--- src/rtl/cpu_top.sv ---
// cpu_top: five-stage in-order RV32I integer pipeline (IF, ID, EX, MEM, WB).
// Forwarding from MEM/WB, one-cycle load-use stall, and branches/jumps resolved in EX.
module cpu_top (
    input  logic        clk,
    input  logic        rst,
    output logic [31:0] i_mem_addr,
    input  logic [31:0] i_mem_rdata,
    output logic [31:0] d_mem_addr,
    output logic [31:0] d_mem_wdata,
    output logic [3:0]  d_mem_wen,
    input  logic [31:0] d_mem_rdata
);

    typedef enum logic [3:0] {
        ALU_ADD, ALU_SUB, ALU_SLL, ALU_SLT, ALU_SLTU,
        ALU_XOR, ALU_SRL, ALU_SRA, ALU_OR, ALU_AND
    } alu_op_e;

    typedef struct packed {
        logic       reg_write;
        logic       mem_read;
        logic       mem_write;
        logic [2:0] funct3;
        logic       branch;
        logic       jal;
        logic       jalr;
        logic       a_is_pc;
        logic       a_is_zero;
        logic       b_is_imm;
        alu_op_e    alu_op;
    } ctrl_t;

    localparam logic [6:0] OP_LUI    = 7'b0110111;
    localparam logic [6:0] OP_AUIPC  = 7'b0010111;
    localparam logic [6:0] OP_JAL    = 7'b1101111;
    localparam logic [6:0] OP_JALR   = 7'b1100111;
    localparam logic [6:0] OP_BRANCH = 7'b1100011;
    localparam logic [6:0] OP_LOAD   = 7'b0000011;
    localparam logic [6:0] OP_STORE  = 7'b0100011;
    localparam logic [6:0] OP_IMM    = 7'b0010011;
    localparam logic [6:0] OP_OP     = 7'b0110011;

    function automatic alu_op_e alu_decode(input logic [2:0] f3, input logic alt);
        case (f3)
            3'b000:  return alt ? ALU_SUB : ALU_ADD;
            3'b001:  return ALU_SLL;
            3'b010:  return ALU_SLT;
            3'b011:  return ALU_SLTU;
            3'b100:  return ALU_XOR;
            3'b101:  return alt ? ALU_SRA : ALU_SRL;
            3'b110:  return ALU_OR;
            default: return ALU_AND;
        endcase
    endfunction

    // Pipeline state
    logic [31:0] pc;
    logic        if_id_valid;
    logic [31:0] if_id_pc, if_id_instr;

    ctrl_t       id_ex_ctrl;
    logic [31:0] id_ex_pc, id_ex_rs1_val, id_ex_rs2_val, id_ex_imm;
    logic [4:0]  id_ex_rs1, id_ex_rs2, id_ex_rd;

    logic        ex_mem_reg_write, ex_mem_mem_read, ex_mem_mem_write;
    logic [2:0]  ex_mem_funct3;
    logic [4:0]  ex_mem_rd;
    logic [31:0] ex_mem_result, ex_mem_store_data;

    logic        mem_wb_reg_write;
    logic [4:0]  mem_wb_rd;
    logic [31:0] mem_wb_result;

    logic [31:0] rf [32];

    assign i_mem_addr = pc;

    // ---------------- ID ----------------
    logic [6:0]  opcode;
    logic [2:0]  f3;
    logic [4:0]  rs1, rs2, rd;
    ctrl_t       id_ctrl;
    logic [31:0] id_imm, id_rs1_val, id_rs2_val;
    logic        uses_rs1, uses_rs2, wb_we, stall;

    assign opcode = if_id_instr[6:0];
    assign rd     = if_id_instr[11:7];
    assign f3     = if_id_instr[14:12];
    assign rs1    = if_id_instr[19:15];
    assign rs2    = if_id_instr[24:20];

    always_comb begin
        // NOTE: every output is given a default first so no path through the case can infer a latch.
        id_ctrl        = '0;
        id_ctrl.funct3 = f3;
        id_imm         = '0;
        uses_rs1       = 1'b0;
        uses_rs2       = 1'b0;
        case (opcode)
            OP_LUI: begin
                id_ctrl.reg_write = 1'b1; id_ctrl.a_is_zero = 1'b1; id_ctrl.b_is_imm = 1'b1;
                id_imm = {if_id_instr[31:12], 12'b0};
            end
            OP_AUIPC: begin
                id_ctrl.reg_write = 1'b1; id_ctrl.a_is_pc = 1'b1; id_ctrl.b_is_imm = 1'b1;
                id_imm = {if_id_instr[31:12], 12'b0};
            end
            OP_JAL: begin
                id_ctrl.reg_write = 1'b1; id_ctrl.jal = 1'b1;
                id_imm = {{11{if_id_instr[31]}}, if_id_instr[31], if_id_instr[19:12],
                          if_id_instr[20], if_id_instr[30:21], 1'b0};
            end
            OP_JALR: begin
                id_ctrl.reg_write = 1'b1; id_ctrl.jalr = 1'b1; uses_rs1 = 1'b1;
                id_imm = {{20{if_id_instr[31]}}, if_id_instr[31:20]};
            end
            OP_BRANCH: begin
                id_ctrl.branch = 1'b1; uses_rs1 = 1'b1; uses_rs2 = 1'b1;
                id_imm = {{19{if_id_instr[31]}}, if_id_instr[31], if_id_instr[7],
                          if_id_instr[30:25], if_id_instr[11:8], 1'b0};
            end
            OP_LOAD: begin
                id_ctrl.reg_write = 1'b1; id_ctrl.mem_read = 1'b1; id_ctrl.b_is_imm = 1'b1;
                uses_rs1 = 1'b1;
                id_imm = {{20{if_id_instr[31]}}, if_id_instr[31:20]};
            end
            OP_STORE: begin
                id_ctrl.mem_write = 1'b1; id_ctrl.b_is_imm = 1'b1; uses_rs1 = 1'b1; uses_rs2 = 1'b1;
                id_imm = {{20{if_id_instr[31]}}, if_id_instr[31:25], if_id_instr[11:7]};
            end
            OP_IMM: begin
                // Only SRAI uses bit 30 as a selector; in other immediates it is data.
                id_ctrl.reg_write = 1'b1; id_ctrl.b_is_imm = 1'b1; uses_rs1 = 1'b1;
                id_ctrl.alu_op = alu_decode(f3, if_id_instr[30] && (f3 == 3'b101));
                id_imm = {{20{if_id_instr[31]}}, if_id_instr[31:20]};
            end
            OP_OP: begin
                id_ctrl.reg_write = 1'b1; uses_rs1 = 1'b1; uses_rs2 = 1'b1;
                id_ctrl.alu_op = alu_decode(f3, if_id_instr[30]);
            end
            default: ;
        endcase
        if (!if_id_valid) begin
            id_ctrl  = '0;
            uses_rs1 = 1'b0;
            uses_rs2 = 1'b0;
        end
    end

    // Register reads with same-cycle WB bypass
    assign wb_we      = mem_wb_reg_write && (mem_wb_rd != 5'd0);
    assign id_rs1_val = (rs1 == 5'd0) ? 32'd0 : (wb_we && mem_wb_rd == rs1) ? mem_wb_result : rf[rs1];
    assign id_rs2_val = (rs2 == 5'd0) ? 32'd0 : (wb_we && mem_wb_rd == rs2) ? mem_wb_result : rf[rs2];

    assign stall = id_ex_ctrl.mem_read && (id_ex_rd != 5'd0) &&
                   ((uses_rs1 && rs1 == id_ex_rd) || (uses_rs2 && rs2 == id_ex_rd));

    // ---------------- EX ----------------
    logic [31:0] fwd_a, fwd_b, op_a, op_b, alu_out, ex_result, target, jalr_sum;
    logic        br_cond, taken;

    always_comb begin
        fwd_a = id_ex_rs1_val;
        if (ex_mem_reg_write && !ex_mem_mem_read && ex_mem_rd != 5'd0 && ex_mem_rd == id_ex_rs1)
            fwd_a = ex_mem_result;
        else if (wb_we && mem_wb_rd == id_ex_rs1)
            fwd_a = mem_wb_result;

        fwd_b = id_ex_rs2_val;
        if (ex_mem_reg_write && !ex_mem_mem_read && ex_mem_rd != 5'd0 && ex_mem_rd == id_ex_rs2)
            fwd_b = ex_mem_result;
        else if (wb_we && mem_wb_rd == id_ex_rs2)
            fwd_b = mem_wb_result;

        op_a = id_ex_ctrl.a_is_zero ? 32'd0 : id_ex_ctrl.a_is_pc ? id_ex_pc : fwd_a;
        op_b = id_ex_ctrl.b_is_imm ? id_ex_imm : fwd_b;

        case (id_ex_ctrl.alu_op)
            ALU_SUB:  alu_out = op_a - op_b;
            ALU_SLL:  alu_out = op_a << op_b[4:0];
            ALU_SLT:  alu_out = {31'd0, $signed(op_a) < $signed(op_b)};
            ALU_SLTU: alu_out = {31'd0, op_a < op_b};
            ALU_XOR:  alu_out = op_a ^ op_b;
            ALU_SRL:  alu_out = op_a >> op_b[4:0];
            ALU_SRA:  alu_out = $unsigned($signed(op_a) >>> op_b[4:0]);
            ALU_OR:   alu_out = op_a | op_b;
            ALU_AND:  alu_out = op_a & op_b;
            default:  alu_out = op_a + op_b;
        endcase

        case (id_ex_ctrl.funct3)
            3'b000:  br_cond = (fwd_a == fwd_b);
            3'b001:  br_cond = (fwd_a != fwd_b);
            3'b100:  br_cond = ($signed(fwd_a) <  $signed(fwd_b));
            3'b101:  br_cond = ($signed(fwd_a) >= $signed(fwd_b));
            3'b110:  br_cond = (fwd_a <  fwd_b);
            3'b111:  br_cond = (fwd_a >= fwd_b);
            default: br_cond = 1'b0;
        endcase

        taken     = id_ex_ctrl.jal || id_ex_ctrl.jalr || (id_ex_ctrl.branch && br_cond);
        jalr_sum  = fwd_a + id_ex_imm;
        target    = id_ex_ctrl.jalr ? {jalr_sum[31:1], 1'b0} : id_ex_pc + id_ex_imm;
        ex_result = (id_ex_ctrl.jal || id_ex_ctrl.jalr) ? id_ex_pc + 32'd4 : alu_out;
    end

    // ---------------- MEM ----------------
    logic [7:0]  ld_byte;
    logic [15:0] ld_half;
    logic [31:0] load_val, mem_result;

    assign d_mem_addr = ex_mem_result;

    always_comb begin
        case (ex_mem_funct3[1:0])
            2'b00:   d_mem_wdata = {4{ex_mem_store_data[7:0]}};
            2'b01:   d_mem_wdata = {2{ex_mem_store_data[15:0]}};
            default: d_mem_wdata = ex_mem_store_data;
        endcase

        d_mem_wen = 4'b0000;
        if (ex_mem_mem_write) begin
            case (ex_mem_funct3[1:0])
                2'b00:   d_mem_wen = 4'b0001 << ex_mem_result[1:0];
                2'b01:   d_mem_wen = ex_mem_result[1] ? 4'b1100 : 4'b0011;
                default: d_mem_wen = 4'b1111;
            endcase
        end

        case (ex_mem_result[1:0])
            2'b00:   ld_byte = d_mem_rdata[7:0];
            2'b01:   ld_byte = d_mem_rdata[15:8];
            2'b10:   ld_byte = d_mem_rdata[23:16];
            default: ld_byte = d_mem_rdata[31:24];
        endcase
        ld_half = ex_mem_result[1] ? d_mem_rdata[31:16] : d_mem_rdata[15:0];

        case (ex_mem_funct3)
            3'b000:  load_val = {{24{ld_byte[7]}}, ld_byte};
            3'b001:  load_val = {{16{ld_half[15]}}, ld_half};
            3'b100:  load_val = {24'd0, ld_byte};
            3'b101:  load_val = {16'd0, ld_half};
            default: load_val = d_mem_rdata;
        endcase
        mem_result = ex_mem_mem_read ? load_val : ex_mem_result;
    end

    // ---------------- Pipeline registers ----------------
    always_ff @(posedge clk) begin
        if (rst) begin
            pc                <= 32'd0;
            if_id_valid       <= 1'b0;
            if_id_pc          <= 32'd0;
            if_id_instr       <= 32'd0;
            id_ex_ctrl        <= '0;
            id_ex_pc          <= 32'd0;
            id_ex_rs1_val     <= 32'd0;
            id_ex_rs2_val     <= 32'd0;
            id_ex_imm         <= 32'd0;
            id_ex_rs1         <= 5'd0;
            id_ex_rs2         <= 5'd0;
            id_ex_rd          <= 5'd0;
            ex_mem_reg_write  <= 1'b0;
            ex_mem_mem_read   <= 1'b0;
            ex_mem_mem_write  <= 1'b0;
            ex_mem_funct3     <= 3'd0;
            ex_mem_rd         <= 5'd0;
            ex_mem_result     <= 32'd0;
            ex_mem_store_data <= 32'd0;
            mem_wb_reg_write  <= 1'b0;
            mem_wb_rd         <= 5'd0;
            mem_wb_result     <= 32'd0;
        end else begin
            // NOTE: non-blocking assignments make every stage sample its predecessor's pre-edge value.
            if (taken) begin
                pc          <= target;
                if_id_valid <= 1'b0;
            end else if (!stall) begin
                pc          <= pc + 32'd4;
                if_id_valid <= 1'b1;
                if_id_pc    <= pc;
                if_id_instr <= i_mem_rdata;
            end

            id_ex_ctrl    <= (taken || stall) ? ctrl_t'('0) : id_ctrl;
            id_ex_pc      <= if_id_pc;
            id_ex_rs1_val <= id_rs1_val;
            id_ex_rs2_val <= id_rs2_val;
            id_ex_imm     <= id_imm;
            id_ex_rs1     <= rs1;
            id_ex_rs2     <= rs2;
            id_ex_rd      <= rd;

            ex_mem_reg_write  <= id_ex_ctrl.reg_write;
            ex_mem_mem_read   <= id_ex_ctrl.mem_read;
            ex_mem_mem_write  <= id_ex_ctrl.mem_write;
            ex_mem_funct3     <= id_ex_ctrl.funct3;
            ex_mem_rd         <= id_ex_rd;
            ex_mem_result     <= ex_result;
            ex_mem_store_data <= fwd_b;

            mem_wb_reg_write <= ex_mem_reg_write;
            mem_wb_rd        <= ex_mem_rd;
            mem_wb_result    <= mem_result;
        end
    end

    always_ff @(posedge clk) begin
        if (rst) begin
            // NOTE: unlike a plain RAM, the register file is cleared so all registers read 0 after reset.
            for (int i = 0; i < 32; i++) rf[i] <= 32'd0;
        end else if (wb_we) begin
            rf[mem_wb_rd] <= mem_wb_result;
        end
    end

endmodule

--- config.mk ---
export PLATFORM = sky130hd
export DESIGN_NAME = cpu_top
export DESIGN_NICKNAME = d
export VERILOG_FILES = /design/src/rtl/cpu_top.sv
export SDC_FILE = /design/constraint.sdc
export NUM_CORES = 2
export LEC_CHECK = 0
export ABC_CLOCK_PERIOD_IN_PS = 18000
export BUFFER_PORTS_ARGS = -buffer_cell sky130_fd_sc_hd__clkbuf_2
export CAP_MARGIN = 0
export CORE_MARGIN = 2
export CORE_UTILIZATION = 65
export DETAILED_ROUTE_END_ITERATION = 10
export PLACE_DENSITY = 0.87
export SLEW_MARGIN = 10
export SYNTH_ARGS = -nofsm -noshare
export SYNTH_HDL_FRONTEND = slang
export SYNTH_SLANG_ARGS = --single-unit
--- constraint.sdc ---
create_clock -name clk -period 18 [get_ports clk]
set_clock_uncertainty 0.05 [all_clocks]
set_input_delay 2.7 -clock clk [delete_from_list [all_inputs] [get_ports clk]]
set_output_delay 2.7 -clock clk [all_outputs]
set_load 0.05 [all_outputs]
==> results_dict.tcl, run 1 <==
set metrics [dict create \
    synth_enable_flop_cells 1024 \
    top_level_ports 166 \
    run_status "aborted with a tool error" \
    yosys.cell_types.count 105 \
    post-synth-top-area-fraction_pct 36.7 \
    synthesis.area_per_instance_um2 11.4 \
    synth_top_family_by_area "multiplexers" \
    synth_simple_gate_area_share_pct 15.0 \
    cts_resized 0 \
    syn_inst 7348 \
    cts_made_buffers 144 \
    grt_antenna_before_repair 89 \
    synth_top_flop_cell "edfxtp_1" \
    grt.total_usage_pct 79.1 \
    synth_sequential_area_ratio_pct 45.5 \
    error_message "[ERROR GRT-0232] Routing congestion too high. Check the congestion heatmap in the GUI." \
    synth.largest_area_cell "edfxtp_1" \
    clk_root_buffer_cell "clkbuf_16" \
    routabilityCongestion 1.08 \
    xor_and_xnor_area_share_after_synthesis_pct 1.93 \
    max-clock-path-buffers 3 \
    post_cts_setup_buffer_count 0 \
    synth.area.mux_share_pct 19.4 \
    placement.cell_area_mm2 0.0866 \
    synth_compound_gate_area_share_pct 11.3 \
    yosysWarnings 0 \
    effective_utilization_at_floorplan_pct 65.6 \
    grt_start_max_net_pins 128 \
    row_count 131 \
    dieHeight_um 363 \
    failing_step "global routing (5_1_grt)" \
    netlist_top_cells_area "edfxtp_1, mux4_2, dfxtp_1" \
    post_synthesis_adder_cell_area_fraction_pct 2.96 \
    htree_levels 4 \
    hpwl_after_detailed_placement_mm 254 \
    cts.sinks 1393 \
    holdBufCountCts 0 \
    dp_cell_count 8768 \
    port-buffer-count 165 \
    asyncSetResetFlopFracSynth_pct 0 \
    mappedNetlistArea_mm2 0.0839 \
    die_w_um 363 \
    synth.ff_latch_count 1393 \
    gr-total-overflow 42 \
]
[stage by stage]
step	setup slack [ns]	hold WS (ns)
after detailed placement	10.10	0.408
after CTS	10.09	0.389
after floorplan	11.68	0.364
after global placement	10.40	0.398
[logic make-up after synthesis]
group | count (synthesis)
AOI/OAI and AO/OA | 1404
xor gates and xnor gates | 185
adders and majority gates | 196
buffers and inverters | 829
DFF | 1393
muxes | 975
other | 1
and+or+nand+nor | 2365
[layer usage]
metal | overflow | GRT usage (%)
met1 | 4 | 80.1
met2 | 13 | 91.2
met3 | 10 | 67.8
met4 | 14 | 75.9
met5 | 1 | 48.4
[Yosys cell counts, types with 60 or more instances]
| library cell | number |
|---|---|
| xnor2_1 | 116 |
| mux2i_1 | 371 |
| buf_1 | 97 |
| mux4_2 | 514 |
| a21o_1 | 60 |
| nor2_1 | 482 |
| a31oi_1 | 69 |
| nand3_1 | 77 |
| nand2_1 | 341 |
| clkbuf_1 | 495 |
| and2_1 | 1017 |
| edfxtp_1 | 1024 |
| a21oi_1 | 287 |
| nor3_1 | 103 |
| nor2b_1 | 96 |
| xor2_1 | 69 |
| a211oi_1 | 140 |
| mux2_2 | 90 |
| o21ai_0 | 283 |
| dfxtp_1 | 369 |
| inv_1 | 168 |
| ha_1 | 192 |
| o22ai_1 | 74 |
| a221oi_1 | 78 |
==> run 2, diff against run 1 <==
CORE_UTILIZATION = 40   (was 65)
PLACE_DENSITY = not set   (was 0.87)
PLACE_DENSITY_LB_ADDON = 0.15   (was not set)
==> run 2 against run 1 <==
The run now ends clean; area after synthesis did not move; synthesized cell count unchanged.
==> results_dict.tcl, run 2 <==
set metrics [dict create \
    run_status "completed" \
    worstPathRequired_ns 18.63 \
    r2r_cells 20 \
    syn_inst 7348 \
    whs_endpoint "id_ex_pc[19]$_SDFF_PP0_" \
    core-area_mm2 0.209 \
    rr_startpoint "mem_wb_rd[2]$_SDFF_PP0_" \
    cp-end-kind "register" \
    hpwl_after_detailed_placement_mm 247 \
    grt_setup_unrepaired "no" \
    synth_top_flop_cell "edfxtp_1" \
    mostFrequentLayoutCell "edfxtp_1" \
    cellLeakagePower_nw 34.3 \
    asyncSetResetFlopFracSynth_pct 0 \
    route.detailed.drc 0 \
    endpoint_of_the_worst_slack_reg_to_reg_timing_path "d_mem_addr[28]$_SDFF_PP0_" \
    synth_enable_flop_cells 1024 \
    max-clock-path-buffers 3 \
    detailed_route_wire_length_per_cell_um 36.2 \
    biggest_register "rf" \
    slack_of_the_worst_reg_to_reg_path_ns 10.80 \
    tritoncts "done" \
    hold_path.class "register to register" \
    cts.sinks 1393 \
    setup_tns_ns 0 \
    power.ir.vdd_worst_uv 100 \
    largest_register_ff_count 1024 \
    dr.pass1.iters 6 \
    final_min_period_over_clock_period_pct 40.0 \
    grt_antenna_before_repair 33 \
    gr-usage-met1_pct 44.1 \
    met3_resource_use_gr_pct 6.21 \
    hold_violations 0 \
    grt_pass1_vias 63100 \
    power_frac_seq_pct 43.9 \
    netlist_top_cells_area "edfxtp_1, mux4_2, dfxtp_1" \
    share_comb_of_total_power_pct 16.8 \
    power.clock.fraction_pct 39.3 \
    syn_to_layout_area_delta_pct 11.6 \
    hold_ws_ns 0.392 \
    drt_iter0_drc 8341 \
    post-synth-top-area-fraction_pct 36.7 \
    gr-total-overflow 0 \
    worst-setup-path-type "register to register" \
    max_freq_ghz 0.139 \
    yosysWarnings 0 \
    global_route.peak_usage_layer "met2" \
    die_w_um 462 \
    clkLatencyLatePin_ns 0.86 \
    grt_start_max_net_pins 91 \
    relSlewSlack_pct 9.59 \
    grt_first_pass_wirelength_mm 509 \
    vias 65100 \
    cap_viol_max_count 0 \
    synth_sequential_area_ratio_pct 45.5 \
    synth.ff_latch_count 1393 \
    holdBufCountCts 0 \
    routed_wl_mm 371 \
    cts.reportedPaths.clkPinSlew_ns 0.06 \
    post_cts_setup_buffer_count 0 \
    power-per-cell-area_mw_per_mm2 89.9 \
    nNetsFinal 7563 \
    top_level_ports 166 \
    grt.total_usage_pct 34.3 \
    row_count 168 \
    vias_per_cell 6.35 \
    htree_levels 4 \
    worst_pin_slew_ns 1.36 \
    switching_power_mw 2.53 \
    routabilityCongestion 0.993 \
    yosys.cell_types.count 105 \
    setup.worst_path.start_class "register" \
    most_frequent_cells_in_the_layout "edfxtp_1, and2_1, mux4_2" \
    clk_root_buffer_cell "clkbuf_16" \
    ant_nets 0 \
    timing.final.setup_violations 0 \
    port-buffer-count 165 \
    floorplan.die_area_mm2 0.213 \
    cts_made_buffers 163 \
    effective_utilization_at_floorplan_pct 40.1 \
    internal_power_mw 5.90 \
    worstPathMaxFanout 42 \
    met2_usage_pct 53.3 \
    hold_path_startpoint "if_id_pc[19]$_SDFFE_PP0P_" \
    fin_crit_ns 7.20 \
    synthesis.area_per_instance_um2 11.4 \
    report.final.slew_viol_count 0 \
    swShare_pct 30.0 \
    mappedNetlistArea_mm2 0.0839 \
    critical_path_arrival_ns 7.83 \
    dieHeight_um 462 \
    cts_resized 0 \
    netlist_top_cells_count "edfxtp_1, and2_1, mux4_2" \
    synth.largest_area_cell "edfxtp_1" \
    post_route_cells_drive_above_1_share_pct 18.9 \
    worst_hold_path.num_cells 1 \
    yosysMostFrequentCell "edfxtp_1" \
]
## run 2: worst max-delay path by stage
stage | startpoint | endpoint | slack (ns)
after floorplan | rst | rf[14][0]$_SDFFCE_PN0P_ | 11.68
after global placement | mem_wb_rd[1]$_SDFF_PP0_ | if_id_instr[11]$_SDFFE_PP0P_ | 11.24
after detailed placement | mem_wb_rd[2]$_SDFF_PP0_ | if_id_pc[0]$_SDFFE_PP0P_ | 10.99
after CTS | mem_wb_rd[2]$_SDFF_PP0_ | if_id_pc[18]$_SDFFE_PP0P_ | 10.97
after global routing | mem_wb_rd[2]$_SDFF_PP0_ | d_mem_addr[30]$_SDFF_PP0_ | 10.31
final | mem_wb_rd[2]$_SDFF_PP0_ | d_mem_addr[28]$_SDFF_PP0_ | 10.80
## run 2: cell families (layout without fill, tap and decap cells)
family | Yosys count | in the layout | synth area share (%)
adders and majority gates | 196 | 196 | 2.96
xor gates and xnor gates | 185 | 185 | 1.93
DFF | 1393 | 1393 | 45.5
muxes | 975 | 975 | 19.4
buffers and inverters | 829 | 886 | 3.88
other | 1 | 47 | 0.00447
AOI/OAI and AO/OA | 1404 | 1404 | 11.3
and+or+nand+nor | 2365 | 2365 | 15.0
## run 2: power groups by stage
stage | clock network, mW | logic (mW) | registers [mW]
floorplan | 0 | 0.823 | 3.71
global route | 3.47 | 1.47 | 3.70
finish | 3.31 | 1.41 | 3.69
detailed placement | 0 | 1.38 | 3.75
CTS | 3.35 | 1.38 | 3.69
global placement | 0 | 1.39 | 3.75
## run 2: per-layer routing
layer,share of wire [%],vias to the layer above,wire [µm]
met4,7.5,6,27800
met2,45,3601,168000
met1,39,33200,145000
li1,-,27400,-
met3,8.3,860,30900
met5,0.010,-,37
## run 2: critical path, cell delays in order (launching register included)
cell	delay, ns
dfxtp_1	0.63
or3_1	0.71
o311a_1	0.36
nand3_2	0.16
a311oi_4	0.69
nor2_4	0.04
buf_4	0.33
inv_4	0.57
fa_1	0.33
nor2b_1	0.22
o211ai_1	0.18
a31oi_1	0.34
o21bai_1	0.20
a31oi_1	0.54
o221ai_1	0.31
o21ai_0	0.43
xnor2_1	0.17
nor2_1	0.05
a2111oi_0	0.39
buf_4	0.19
a221oi_1	0.07
## run 2: area by class of cell
cell class	count	area, µm²
multi-input cells	5157	43300
diodes	15	37.5
flip-flops and latches	1393	38200
well taps	2805	3510
inverters	175	662
fillers	19500	115000
repair buffers	411	2710
clock buffers	214	4420
clock inverters	86	851
## run 2: through the flow
| stage | util, % | area, µm² | power [mW] | setup slack, ns | cells |
|---|---|---|---|---|---|
| after floorplan | - | 84000 | 4.53 | 11.68 | 7379 |
| after global placement | 42.3 | 88300 | 5.13 | 11.24 | 9941 |
| after detailed placement | 42.3 | 88300 | 5.13 | 10.99 | 9941 |
| after CTS | 44.8 | 93600 | 8.42 | 10.97 | 10200 |
| after global routing | 44.8 | 93600 | 8.64 | 10.31 | 10200 |
| final | 44.8 | 93600 | 8.42 | 10.80 | 10300 |
No activity file was read; power rests on OpenSTA's default activity.
